`config.mk`:
```
export PLATFORM = sky130hd
export DESIGN_NAME = fetch_pc_ctrl
export DESIGN_NICKNAME = d
export VERILOG_FILES = /design/src/rtl/fetch_pc_ctrl.sv
export SDC_FILE = /design/constraint.sdc
export NUM_CORES = 1
export LEC_CHECK = 0
export ABC_CLOCK_PERIOD_IN_PS = 2850
export CAP_MARGIN = 20
export CORE_AREA = 3 3 116 118
export DETAILED_ROUTE_END_ITERATION = 8
export DIE_AREA = 0 0 119 121
export GPL_ROUTABILITY_DRIVEN = 1
export PLACE_DENSITY = 0.81
export RECOVER_POWER = 100
export SKIP_LAST_GASP = 1
export SLEW_MARGIN = 20
export SYNTH_ARGS = -nofsm -noshare
export SYNTH_HDL_FRONTEND = slang
export SYNTH_SLANG_ARGS = --single-unit
```
`constraint.sdc`:
```
create_clock -name clk -period 2.85 [get_ports clk]
set_clock_uncertainty 0.1 [all_clocks]
set_input_delay 0.4275 -clock clk [delete_from_list [all_inputs] [get_ports clk]]
set_output_delay 0.4275 -clock clk [all_outputs]
set_load 0.01 [all_outputs]
```
`src/rtl/fetch_pc_ctrl.sv`:
```
// F-stage fetch PC register and next-PC select for the 5-stage MIPS pipeline.
// Optional exception/eret redirect and FLUSH state are enabled by FETCH_PC_EXC_EN.
//
// state | meaning
// RUN   | normal fetch; branch/jump redirects from D are honoured
// FLUSH | D holds a flushed instr after exc/eret; its br/j/jr are ignored
module fetch_pc_ctrl #(
  parameter logic [31:0] RESET_PC = 32'h0000_3000,
`ifdef FETCH_PC_EXC_EN
  parameter logic [31:0] EXC_PC   = 32'h0000_4180,
`endif
  parameter logic [31:0] IMEM_LO  = 32'h0000_3000,
  parameter logic [31:0] IMEM_HI  = 32'h0000_6ffc
) (
  input  logic        clk,
  input  logic        reset,
  input  logic        stall,
  input  logic        br_en,
  input  logic        br_flag,
  input  logic        j_en,
  input  logic        jr_en,
  input  logic [31:0] pc_d,
  input  logic [15:0] imm16,
  input  logic [25:0] instr_index,
  input  logic [31:0] rs_val,
`ifdef FETCH_PC_EXC_EN
  input  logic        exc_req,
  input  logic        eret,
  input  logic [31:0] epc,
`endif
  output logic [31:0] pc_f,
  output logic        adel_f,
  output logic        redirect,
  output logic [31:0] br_taken_cnt
);

  logic [31:0] pc_seq;
  logic [31:0] br_target;
  logic [31:0] j_target;
  logic [31:0] pc_next;
  logic        redirect_next;
  logic        br_inc;

  assign pc_seq    = pc_f + 32'd4;
  assign br_target = pc_d + 32'd4 + {{14{imm16[15]}}, imm16, 2'b00};
  assign j_target  = {pc_d[31:28], instr_index, 2'b00};
  assign adel_f    = (pc_f[1:0] != 2'b00) | (pc_f < IMEM_LO) | (pc_f > IMEM_HI);

`ifdef FETCH_PC_EXC_EN
  typedef enum logic {RUN, FLUSH} state_t;
  state_t state_q, state_d;

  always_ff @(posedge clk or posedge reset) begin
    if (reset) state_q <= RUN;
    else       state_q <= state_d;
  end
`endif

  always_comb begin
    pc_next       = pc_seq;
    redirect_next = 1'b0;
    br_inc        = 1'b0;
`ifdef FETCH_PC_EXC_EN
    state_d       = RUN;
    if (exc_req) begin
      pc_next       = EXC_PC;
      redirect_next = 1'b1;
      state_d       = FLUSH;
    end else if (eret) begin
      pc_next       = epc;
      redirect_next = 1'b1;
      state_d       = FLUSH;
    end else if (state_q == FLUSH) begin
      // flushed D instr: fall through sequentially even under stall
      pc_next = pc_seq;
    end else
`endif
    if (stall) begin
      pc_next = pc_f;
    end else if (jr_en) begin
      pc_next       = rs_val;
      redirect_next = 1'b1;
    end else if (j_en) begin
      pc_next       = j_target;
      redirect_next = 1'b1;
    end else if (br_en && br_flag) begin
      pc_next       = br_target;
      redirect_next = 1'b1;
      br_inc        = 1'b1;
    end
  end

  always_ff @(posedge clk or posedge reset) begin
    if (reset) begin
      pc_f         <= RESET_PC;
      redirect     <= 1'b0;
      br_taken_cnt <= 32'd0;
    end else begin
      pc_f     <= pc_next;
      redirect <= redirect_next;
      if (br_inc && (br_taken_cnt != 32'hFFFF_FFFF))
        br_taken_cnt <= br_taken_cnt + 32'd1;
    end
  end

endmodule

```
==> results of run 1 <==
flip-flops by register name, indices dropped and copies added, names as in the netlist:
signal,cells
br_taken_cnt,32
redirect,1
pc_f,32
area by class of cell:
class                      instances  area share
clock inverter                     7     0.00813
sequential                        65       0.168
tap                              172      0.0222
multi-input combinational        628       0.484
clock buffer                       9      0.0232
timing repair buffer             312       0.288
inverter                          19     0.00735
metrics by stage:
| step | instances | power (mW) | TNS [ns] | hold slack (ns) |
|---|---|---|---|---|
| detailed placement | 1181 | 2.69 | -10.33 | 0.381 |
| CTS | 1202 | 3.90 | 0 | 0.389 |
| global route | 1212 | 4.20 | -0.215 | 0.406 |
| finish | 1212 | 4.00 | -0.00544 | 0.382 |
| global placement | 1181 | 2.66 | -9.36 | 0.377 |
| floorplan | 745 | 1.89 | 0 | 0.415 |
layout by cell type (no fill, tap or decap), types with 6 or more instances in the layout:
master / netlist / final
dlymetal6s2s_1: 0 / 12
a21oi_1: 50 / 48
nor3_1: 16 / 15
nand2_1: 74 / 74
inv_1: 17 / 13
clkbuf_1: 25 / 6
and3_1: 10 / 9
o21a_1: 7 / 7
and4_1: 10 / 10
a31oi_1: 11 / 11
clkbuf_16: 0 / 9
nor2_1: 65 / 65
o22ai_1: 18 / 18
nor4_1: 8 / 7
ha_4: 0 / 21
nand4_1: 19 / 20
o211ai_1: 10 / 10
xnor2_1: 34 / 34
o21ai_1: 2 / 8
dlygate4sd3_1: 0 / 66
nand3_1: 36 / 35
o21ai_0: 50 / 40
nand2b_1: 6 / 6
clkdlybuf4s50_1: 0 / 92
xor2_1: 33 / 33
ha_1: 59 / 35
buf_4: 0 / 121
a21o_1: 13 / 13
dfrtp_1: 63 / 63
kinds of logic after synthesis:
group / after synthesis / share of synthesized area
and+or+nand+nor: 272 / 0.228
AOI/OAI and AO/OA: 226 / 0.243
xor gates and xnor gates: 67 / 0.0959
DFF: 65 / 0.266
adders and majority gates: 60 / 0.124
buffers and inverters: 52 / 0.0374
muxes: 3 / 0.00511
worst paths after layout:
path | end | slack, ns
max reg2reg | pc_f[31] | 0.26
min reg2reg | br_taken_cnt[6] | 0.38
max in group asynchronous | pc_f[26] | 0.68
min | br_taken_cnt[6] | 0.38
min in group asynchronous | br_taken_cnt[16] | 0.73
max | pc_f[25] | -0.005
repair_timing:
action / in CTS / in global routing
resized for setup: 44 / 57
setup buffers: 4 / 10
gates cloned: 1 / 0
setup endpoints to repair: 20 / 15
pin swaps: 24 / 28
critical path: stages:
cell             delay (ns)
clkdlybuf4s50_1        0.43
ha_1                   0.35
ha_4                   0.28
and4_1                 0.23
and3_1                 0.20
a31o_4                 0.24
o31ai_2                0.25
buf_4                  0.17
mux2i_1                0.17
o21ai_1                0.09
a31oi_1                0.19
power by group through the flow:
stage / registers, mW / clock network, mW / logic [mW]
2_1_floorplan: 1.16 / 0 / 0.725
3_3_place_gp: 1.14 / 0 / 1.53
3_5_place_dp: 1.14 / 0 / 1.55
4_1_cts: 1.13 / 1.14 / 1.63
5_1_grt: 1.14 / 1.18 / 1.87
6_report: 1.13 / 1.12 / 1.74
routing by layer:
metal	global-route usage	vias up
met5	0	-
li1	-	3365
met4	0.103	0
met1	0.377	3447
met3	0.0410	89
met2	0.510	427
==> results.sh, run 1 <==
export IMPL_core_um2=12600
export IMPL_ys_warn_count=0
export IMPL_wl_met1_um=9160
export IMPL_wl_met3_um=1900
export IMPL_fill_cells=882
export IMPL_netlist_area_um2=6120
export IMPL_synthDistinctLibCells=76
export IMPL_violations="max-capacitance violations, max-slew violations, negative setup slack"
export IMPL_syn_area_per_cell_um2=8.22
export IMPL_p_seq_frac=0.283
export IMPL_peakVddDrop_mv=0.356
export IMPL_clockBufferDepth=2
export IMPL_io_pins=179
export IMPL_clock_power_share=0.281
export IMPL_leakage_nw=4.31
export IMPL_dp_hpwl_um=16600
export IMPL_drt_antenna_violating_nets=0
export IMPL_async_reset_ff_frac=1.00
export IMPL_layout_drive_gt1_share=0.212
export IMPL_max_slew_margin_rel=-0.0891
export IMPL_die_x_um=119
export IMPL_cts_hold_fix_buffers=0
export IMPL_rows=41
export IMPL_power_density_nw_per_um2=412
export IMPL_wl_um=23400
export IMPL_cts_max_level=3
export IMPL_drt_iter0_drc=881
export IMPL_reg2reg_from="pc_f[12]"
export IMPL_synth_seq_cells=65
export IMPL_intPower_mw=2.59
export IMPL_worst_path_max_fanout=5
export IMPL_sw_frac_of_total=0.353
export IMPL_synth_edf_count=0
export IMPL_path_clk_slew_ns=0.06
export IMPL_cp_end_kind="register"
export IMPL_required_ns=3.00
export IMPL_syn_num_nets=918
export IMPL_antenna_found_initial=0
export IMPL_place_area_um2=8900
export IMPL_max_freq_mhz=350
export IMPL_grt_pass1_vias=6848
export IMPL_via_per_inst=6.05
export IMPL_rr_worst_depth=7
export IMPL_wl_per_cell_um=19.3
export IMPL_design_area_um2=9700
export IMPL_post_route_min_period_ns=2.86
export IMPL_ys_top_cells_by_area="dfrtp_1 26%, ha_1 12%, xnor2_1 4.9%"
export IMPL_die_y_um=121
export IMPL_worst_skew_pair_late_latency_ns=0.33
export IMPL_utilization=0.772
export IMPL_route_met2_wl_um=11400
export IMPL_rsz0062_at_grt="true"
export IMPL_p_sw_mw=1.41
export IMPL_grt_max_degree=39
export IMPL_synthFlopType="dfrtp_1"
export IMPL_synthCells=745
export IMPL_path_class="input port to register"
export IMPL_hold_start="br_taken_cnt[6]"
export IMPL_combPwrFrac=0.436
export IMPL_crit_path_start="pc_d[11]"
export IMPL_hold_viol=0
export IMPL_drtPass1Iterations=8
export IMPL_post_route_drc_count=0
export IMPL_min_path_cells=1
export IMPL_numPortBuffers=178
export IMPL_cts_sinks=65
export IMPL_num_vias=7328
export IMPL_maxCapViolations=1
export IMPL_cts_tree="yes"
export IMPL_start_util=0.487
export IMPL_cp_start_kind="input port"
export IMPL_area_growth_pct=58.5
export IMPL_layout_nets=1208
export IMPL_tightest_slew_ns=1.63
export IMPL_synth_common_cells="74 x nand2_1, 65 x nor2_1, 63 x dfrtp_1"
export IMPL_yosysTopAreaCellShare=0.258
export IMPL_hp_class="register to register"
export IMPL_n_antenna_cell=0
export IMPL_route_top_layer_used="met4"
export IMPL_yosysMostFrequentCell="nand2_1"
export IMPL_yosys_area_top_type="dfrtp_1"
export IMPL_seq_area_frac_synth=0.266
export IMPL_timing_final_ws_setup_ns=-0.00544
export IMPL_regArea_um2=1630
export IMPL_grt_ovfl_total=0
export IMPL_finalCritPeriodShare=1.00
export IMPL_slew_viol_final=28
export IMPL_status="finished with violations"
export IMPL_grt_usage=0.295
export IMPL_die_area_um2=14400
export IMPL_worstPathArrival_ns=3.00
export IMPL_grt_pass1_wl_um=34300
export IMPL_pre_cts_ws_ns=-0.671
export IMPL_cts_buffers_inserted=9
export IMPL_multiInputGateArea_um2=4690
export IMPL_root_buffer="clkbuf_16"
export IMPL_place_gp_congestion=0.968
export IMPL_setup_violations=1
(Power assumes the default switching activity.)
==> inputs of run 2 (changes only) <==
ABC_CLOCK_PERIOD_IN_PS = 2630   (was 2850)
SKIP_LAST_GASP = unset   (was 1)
clock period = 2.63 ns   (was 2.85 ns; I/O delays follow)
==> results.sh, run 2 (synthesis results as in run 1) <==
export IMPL_status="finished with violations"
export IMPL_violations="max-capacitance violations, max-slew violations, negative setup slack"
export IMPL_cts_tree="yes"
export IMPL_post_route_min_period_ns=2.70
export IMPL_route_top_layer_used="met4"
export IMPL_timing_final_ws_setup_ns=-0.0667
export IMPL_final_common_cell="buf_4"
export IMPL_report_power_total_mw=4.62
export IMPL_hold_viol=0
export IMPL_die_y_um=121
export IMPL_grt_max_degree=66
export IMPL_finalCritPeriodShare=1.03
export IMPL_wl_met3_um=1880
export IMPL_drt_antenna_violating_nets=0
export IMPL_place_area_um2=9000
export IMPL_cts_max_level=3
export IMPL_design_area_um2=9990
export IMPL_setup_violations=3
export IMPL_io_pins=179
export IMPL_cts_sinks=65
export IMPL_hp_class="register to register"
export IMPL_layout_drive_gt1_share=0.241
export IMPL_worst_path_max_fanout=3
export IMPL_place_gp_congestion=0.938
export IMPL_drtPass1Iterations=6
export IMPL_wl_um=23400
export IMPL_fill_cells=795
export IMPL_slew_viol_final=66
export IMPL_dp_hpwl_um=16800
export IMPL_crit_path_start="imm16[1]"
export IMPL_max_freq_mhz=371
export IMPL_required_ns=2.74
export IMPL_start_util=0.487
export IMPL_max_slew_margin_rel=-0.108
export IMPL_regArea_um2=1630
export IMPL_via_per_inst=6.03
export IMPL_root_buffer="clkbuf_16"
export IMPL_rows=41
export IMPL_pre_cts_ws_ns=-0.827
export IMPL_tightest_slew_ns=1.66
export IMPL_cp_end_kind="register"
export IMPL_numPortBuffers=178
export IMPL_path_class="input port to register"
export IMPL_cp_common_cell="ha_4"
export IMPL_area_growth_pct=63.2
export IMPL_die_x_um=119
export IMPL_grt_pass1_wl_um=35700
export IMPL_num_vias=7325
export IMPL_rr_worst_depth=8
export IMPL_worst_skew_pair_late_latency_ns=0.33
export IMPL_r2r_end="br_taken_cnt[18]"
export IMPL_final_cell_mix="124 x buf_4, 84 x clkdlybuf4s50_1, 75 x nand2_1, 66 x dlygate4sd3_1"
export IMPL_maxCapViolations=1
export IMPL_multiInputGateArea_um2=4930
export IMPL_crit_chain="buf_6 > ha_4 > ha_4 > fa_2 > a211oi_4 > o21ai_4 > a311oi_2 > buf_4 > o21ai_2 > a31oi_1 > xor2_1 > a211oi_2"
export IMPL_cp_start_kind="input port"
export IMPL_power_density_nw_per_um2=462
export IMPL_route_met2_wl_um=11100
export IMPL_grt_usage=0.306
export IMPL_regToRegSetupSlack_ns=0.15
export IMPL_cts_buffers_inserted=9
export IMPL_hold_start="br_taken_cnt[19]"
export IMPL_path_clk_slew_ns=0.06
export IMPL_min_path_cells=1
export IMPL_die_area_um2=14400
export IMPL_wl_met1_um=9240
export IMPL_setup_tns_ns=-0.146
export IMPL_wl_per_cell_um=19.3
export IMPL_peakVddDrop_mv=0.367
export IMPL_grt_pass1_vias=7089
export IMPL_leakage_nw=4.34
export IMPL_clockBufferDepth=2
export IMPL_hold_end="br_taken_cnt[19]"
export IMPL_max_stage_delay_ns=0.40
export IMPL_reg_top3="br_taken_cnt: 32 flops, pc_f: 32 flops, redirect: 1 flops"
export IMPL_antenna_found_initial=0
export IMPL_timing_hold_ws_ns=0.382
export IMPL_layout_nets=1210
export IMPL_dp_cells=1192
export IMPL_post_route_drc_count=0
export IMPL_rsz0062_at_grt="true"
export IMPL_drt_iter0_drc=821
export IMPL_stdcell_count=1214
export IMPL_worstPathArrival_ns=2.81
export IMPL_cts_hold_fix_buffers=0
export IMPL_core_um2=12600
export IMPL_cp_slowest_cell="fa_2"
export IMPL_n_antenna_cell=0
export IMPL_reg2reg_from="br_taken_cnt[13]"
export IMPL_utilization=0.795
export IMPL_grt_ovfl_total=0
[run 2: cell types whose count changed in the layout (fill, tap and decap cells not counted), moves of 3 or more]
| cell | previous run | this run |
|---|---|---|
| a21oi_1 | 48 | 41 |
| clkdlybuf4s50_1 | 92 | 84 |
| dlymetal6s2s_1 | 12 | 9 |
| ha_1 | 35 | 22 |
| ha_4 | 21 | 35 |
| a21oi_2 | 4 | 11 |
| clkdlybuf4s15_1 | 0 | 3 |
| buf_6 | 4 | 7 |
| dlygate4sd2_1 | 3 | 10 |
| buf_4 | 121 | 124 |
[run 2: worst max-delay path by stage]
stage / end / slack (ns) / cells past startpoint
floorplan: pc_f[31] / -0.14 / 10
global placement: pc_f[30] / -0.78 / 10
detailed placement: pc_f[30] / -0.83 / 10
CTS: pc_f[23] / -0.007 / 13
global route: pc_f[29] / -0.14 / 12
finish: pc_f[29] / -0.07 / 12
[run 2: metal layers]
metal / GRT usage / vias to the layer above
met2: 0.508 / 405
met3: 0.0555 / 93
met5: 0 / -
met1: 0.390 / 3457
li1: - / 3370
met4: 0.134 / 0
[run 2: area by class of cell]
cell class	count	area share
clock inverter	7	0.0125
timing repair buffer	314	0.279
inverter	19	0.00739
tap	172	0.0215
sequential	65	0.163
multi-input combinational	628	0.493
clock buffer	9	0.0225
[run 2: what timing repair did]
item | 4_1_cts | 5_1_grt
setup endpoints to repair | 23 | 17
endpoints found under the hold margin | 0 | 0
pin swaps | 40 | 42
gates resized for setup | 105 | 47
buffers inserted | 3 | 3
[run 2: power breakdown]
| part | switching [mW] | leakage [nW] | internal [mW] |
|---|---|---|---|
| Sequential | 0.119 | 0.817 | 1.09 |
| Clock | 0.482 | 0.171 | 0.938 |
| Combinational | 0.972 | 3.35 | 1.01 |
| Total | 1.57 | 4.34 | 3.04 |
[run 2: worst max-delay path: cells and delay by family]
family | cells | cell delay (ns)
AO/OA/AOI/OAI | 6 | 1.11
XOR/XNOR | 1 | 0.21
adder cells (fa/ha/maj) | 3 | 0.79
buffers and inverters | 2 | 0.30
==> inputs of run 3 (changes only) <==
PLACE_DENSITY = unset   (was 0.81)
PLACE_DENSITY_LB_ADDON = 0.05   (was unset)
==> results.sh, run 3 (synthesis results as in run 1) <==
export IMPL_timing_final_ws_setup_ns=-0.126
export IMPL_regArea_um2=1630
export IMPL_intPower_mw=3.00
export IMPL_final_cell_mix="134 x buf_4, 80 x clkdlybuf4s50_1, 73 x nand2_1, 67 x dlygate4sd3_1, 63 x dfrtp_1"
export IMPL_power_density_nw_per_um2=455
export IMPL_max_slew_margin_rel=-0.150
export IMPL_fill_cells=777
export IMPL_peakVddDrop_mv=0.266
export IMPL_worst_path_buf_inv=2
export IMPL_final_common_cell="buf_4"
export IMPL_rsz0062_at_grt="true"
export IMPL_max_stage_delay_ns=0.39
export IMPL_hold_viol=0
export IMPL_start_util=0.487
export IMPL_die_area_um2=14400
export IMPL_num_vias=7463
export IMPL_combPwrFrac=0.457
export IMPL_grt_usage=0.347
export IMPL_tightest_slew_ns=1.73
export IMPL_min_path_cells=1
export IMPL_report_power_total_mw=4.65
export IMPL_grt_pass1_vias=7395
export IMPL_post_route_drc_count=0
export IMPL_io_pins=179
export IMPL_grt_pass1_wl_um=39600
export IMPL_rows=41
export IMPL_rr_worst_depth=7
export IMPL_clockBufferDepth=2
export IMPL_cts_tree="yes"
export IMPL_setup_violations=5
export IMPL_path_class="input port to register"
export IMPL_worstPathArrival_ns=2.88
export IMPL_cp_depth=12
export IMPL_cp_slowest_cell="a2111oi_4"
export IMPL_numPortBuffers=178
export IMPL_cp_end_kind="register"
export IMPL_worst_path_max_fanout=3
export IMPL_reg_top3="br_taken_cnt: 32 flops, pc_f: 32 flops, redirect: 1 flops"
export IMPL_post_route_min_period_ns=2.76
export IMPL_multiInputGateArea_um2=5120
export IMPL_crit_chain="buf_8 > ha_4 > ha_4 > fa_2 > a211oi_4 > o21ai_4 > a311oi_2 > buf_4 > o21ai_4 > a2111oi_4 > a211o_1 > nor2_1"
export IMPL_hp_class="register to register"
export IMPL_dp_hpwl_um=18500
export IMPL_clock_power_share=0.284
export IMPL_cp_start_kind="input port"
export IMPL_max_freq_mhz=363
export IMPL_wl_per_cell_um=21.5
export IMPL_utilization=0.814
export IMPL_die_y_um=121
export IMPL_drt_antenna_violating_nets=0
export IMPL_root_buffer="clkbuf_16"
export IMPL_drt_iter0_drc=809
export IMPL_die_x_um=119
export IMPL_drtPass1Iterations=5
export IMPL_p_seq_frac=0.259
export IMPL_sw_frac_of_total=0.355
export IMPL_layout_nets=1218
export IMPL_path_clk_slew_ns=0.06
export IMPL_core_um2=12600
export IMPL_status="finished with violations"
export IMPL_cp_top_family="compound AO/OA/AOI/OAI gates"
export IMPL_antenna_found_initial=0
export IMPL_worst_skew_pair_late_latency_ns=0.33
export IMPL_area_growth_pct=67.1
export IMPL_slew_viol_final=66
export IMPL_finalCritPeriodShare=1.05
export IMPL_cts_buffers_inserted=9
export IMPL_timing_hold_ws_ns=0.383
export IMPL_pre_cts_ws_ns=-0.949
export IMPL_leakage_nw=4.44
export IMPL_cts_max_level=3
export IMPL_grt_ovfl_total=0
export IMPL_p_sw_mw=1.65
export IMPL_n_antenna_cell=0
export IMPL_required_ns=2.75
export IMPL_grt_max_degree=66
export IMPL_wl_um=26200
export IMPL_layout_drive_gt1_share=0.270
export IMPL_via_per_inst=6.11
export IMPL_violations="max-capacitance violations, max-slew violations, negative setup slack"
export IMPL_place_gp_congestion=0.958
export IMPL_maxCapViolations=1
export IMPL_cts_sinks=65
run 3: changes by cell type in the layout (fill, tap and decap cells not counted), sizes merged, moves of 2 or more:
cell           delta
buf              +11
clkdlybuf4s50     -4
clkdlybuf4s15     -3
dlygate4sd2       +2
dlymetal6s2s      +2
run 3: power by group through the flow:
stage,Clock [mW],Combinational [mW],Sequential (mW)
floorplan,0,0.793,1.26
global placement,0,1.72,1.21
detailed placement,0,1.77,1.22
CTS,1.33,1.96,1.20
global route,1.38,2.26,1.22
finish,1.32,2.13,1.21
run 3: timing repair:
action | CTS | global route
hold buffers | 0 | 0
setup buffers | 4 | 6
pin swaps | 53 | 44
gates resized for setup | 121 | 65
gates cloned | 1 | 0
endpoints found under the setup margin | 24 | 21
run 3: metrics by stage:
stage	area (µm²)	TNS [ns]	cells
after detailed placement	9040	-16.03	1195
after global routing	10200	-1.69	1222
after floorplan	6180	-0.190	745
after global placement	9040	-14.14	1195
after CTS	9920	-0.0249	1216
final	10200	-0.446	1222
run 3: final timing paths:
| kind | from | end | slack [ns] |
|---|---|---|---|
| setup / recovery | pc_d[3] | pc_f[31] | -0.13 |
| hold / removal | br_taken_cnt[23] | br_taken_cnt[23] | 0.38 |
| setup reg to reg | pc_f[7] | pc_f[30] | 0.05 |
| hold reg to reg | br_taken_cnt[23] | br_taken_cnt[23] | 0.38 |
| max in group asynchronous | reset | br_taken_cnt[31] | 0.40 |
| min in group asynchronous | reset | br_taken_cnt[4] | 1.01 |
run 3: layout make-up:
class                      instances  area share
clock inverter                     7     0.00966
inverter                          19     0.00721
timing repair buffer             322       0.281
tap                              172      0.0210
sequential                        65       0.159
multi-input combinational        628       0.500
clock buffer                       9      0.0220
run 3: metal layers:
layer / share of wire / up-vias / GRT usage
met5: 0 / - / 0
met4: 0.041 / 0 / 0.132
met3: 0.081 / 89 / 0.0667
met2: 0.49 / 420 / 0.599
met1: 0.39 / 3562 / 0.430
li1: - / 3392 / -
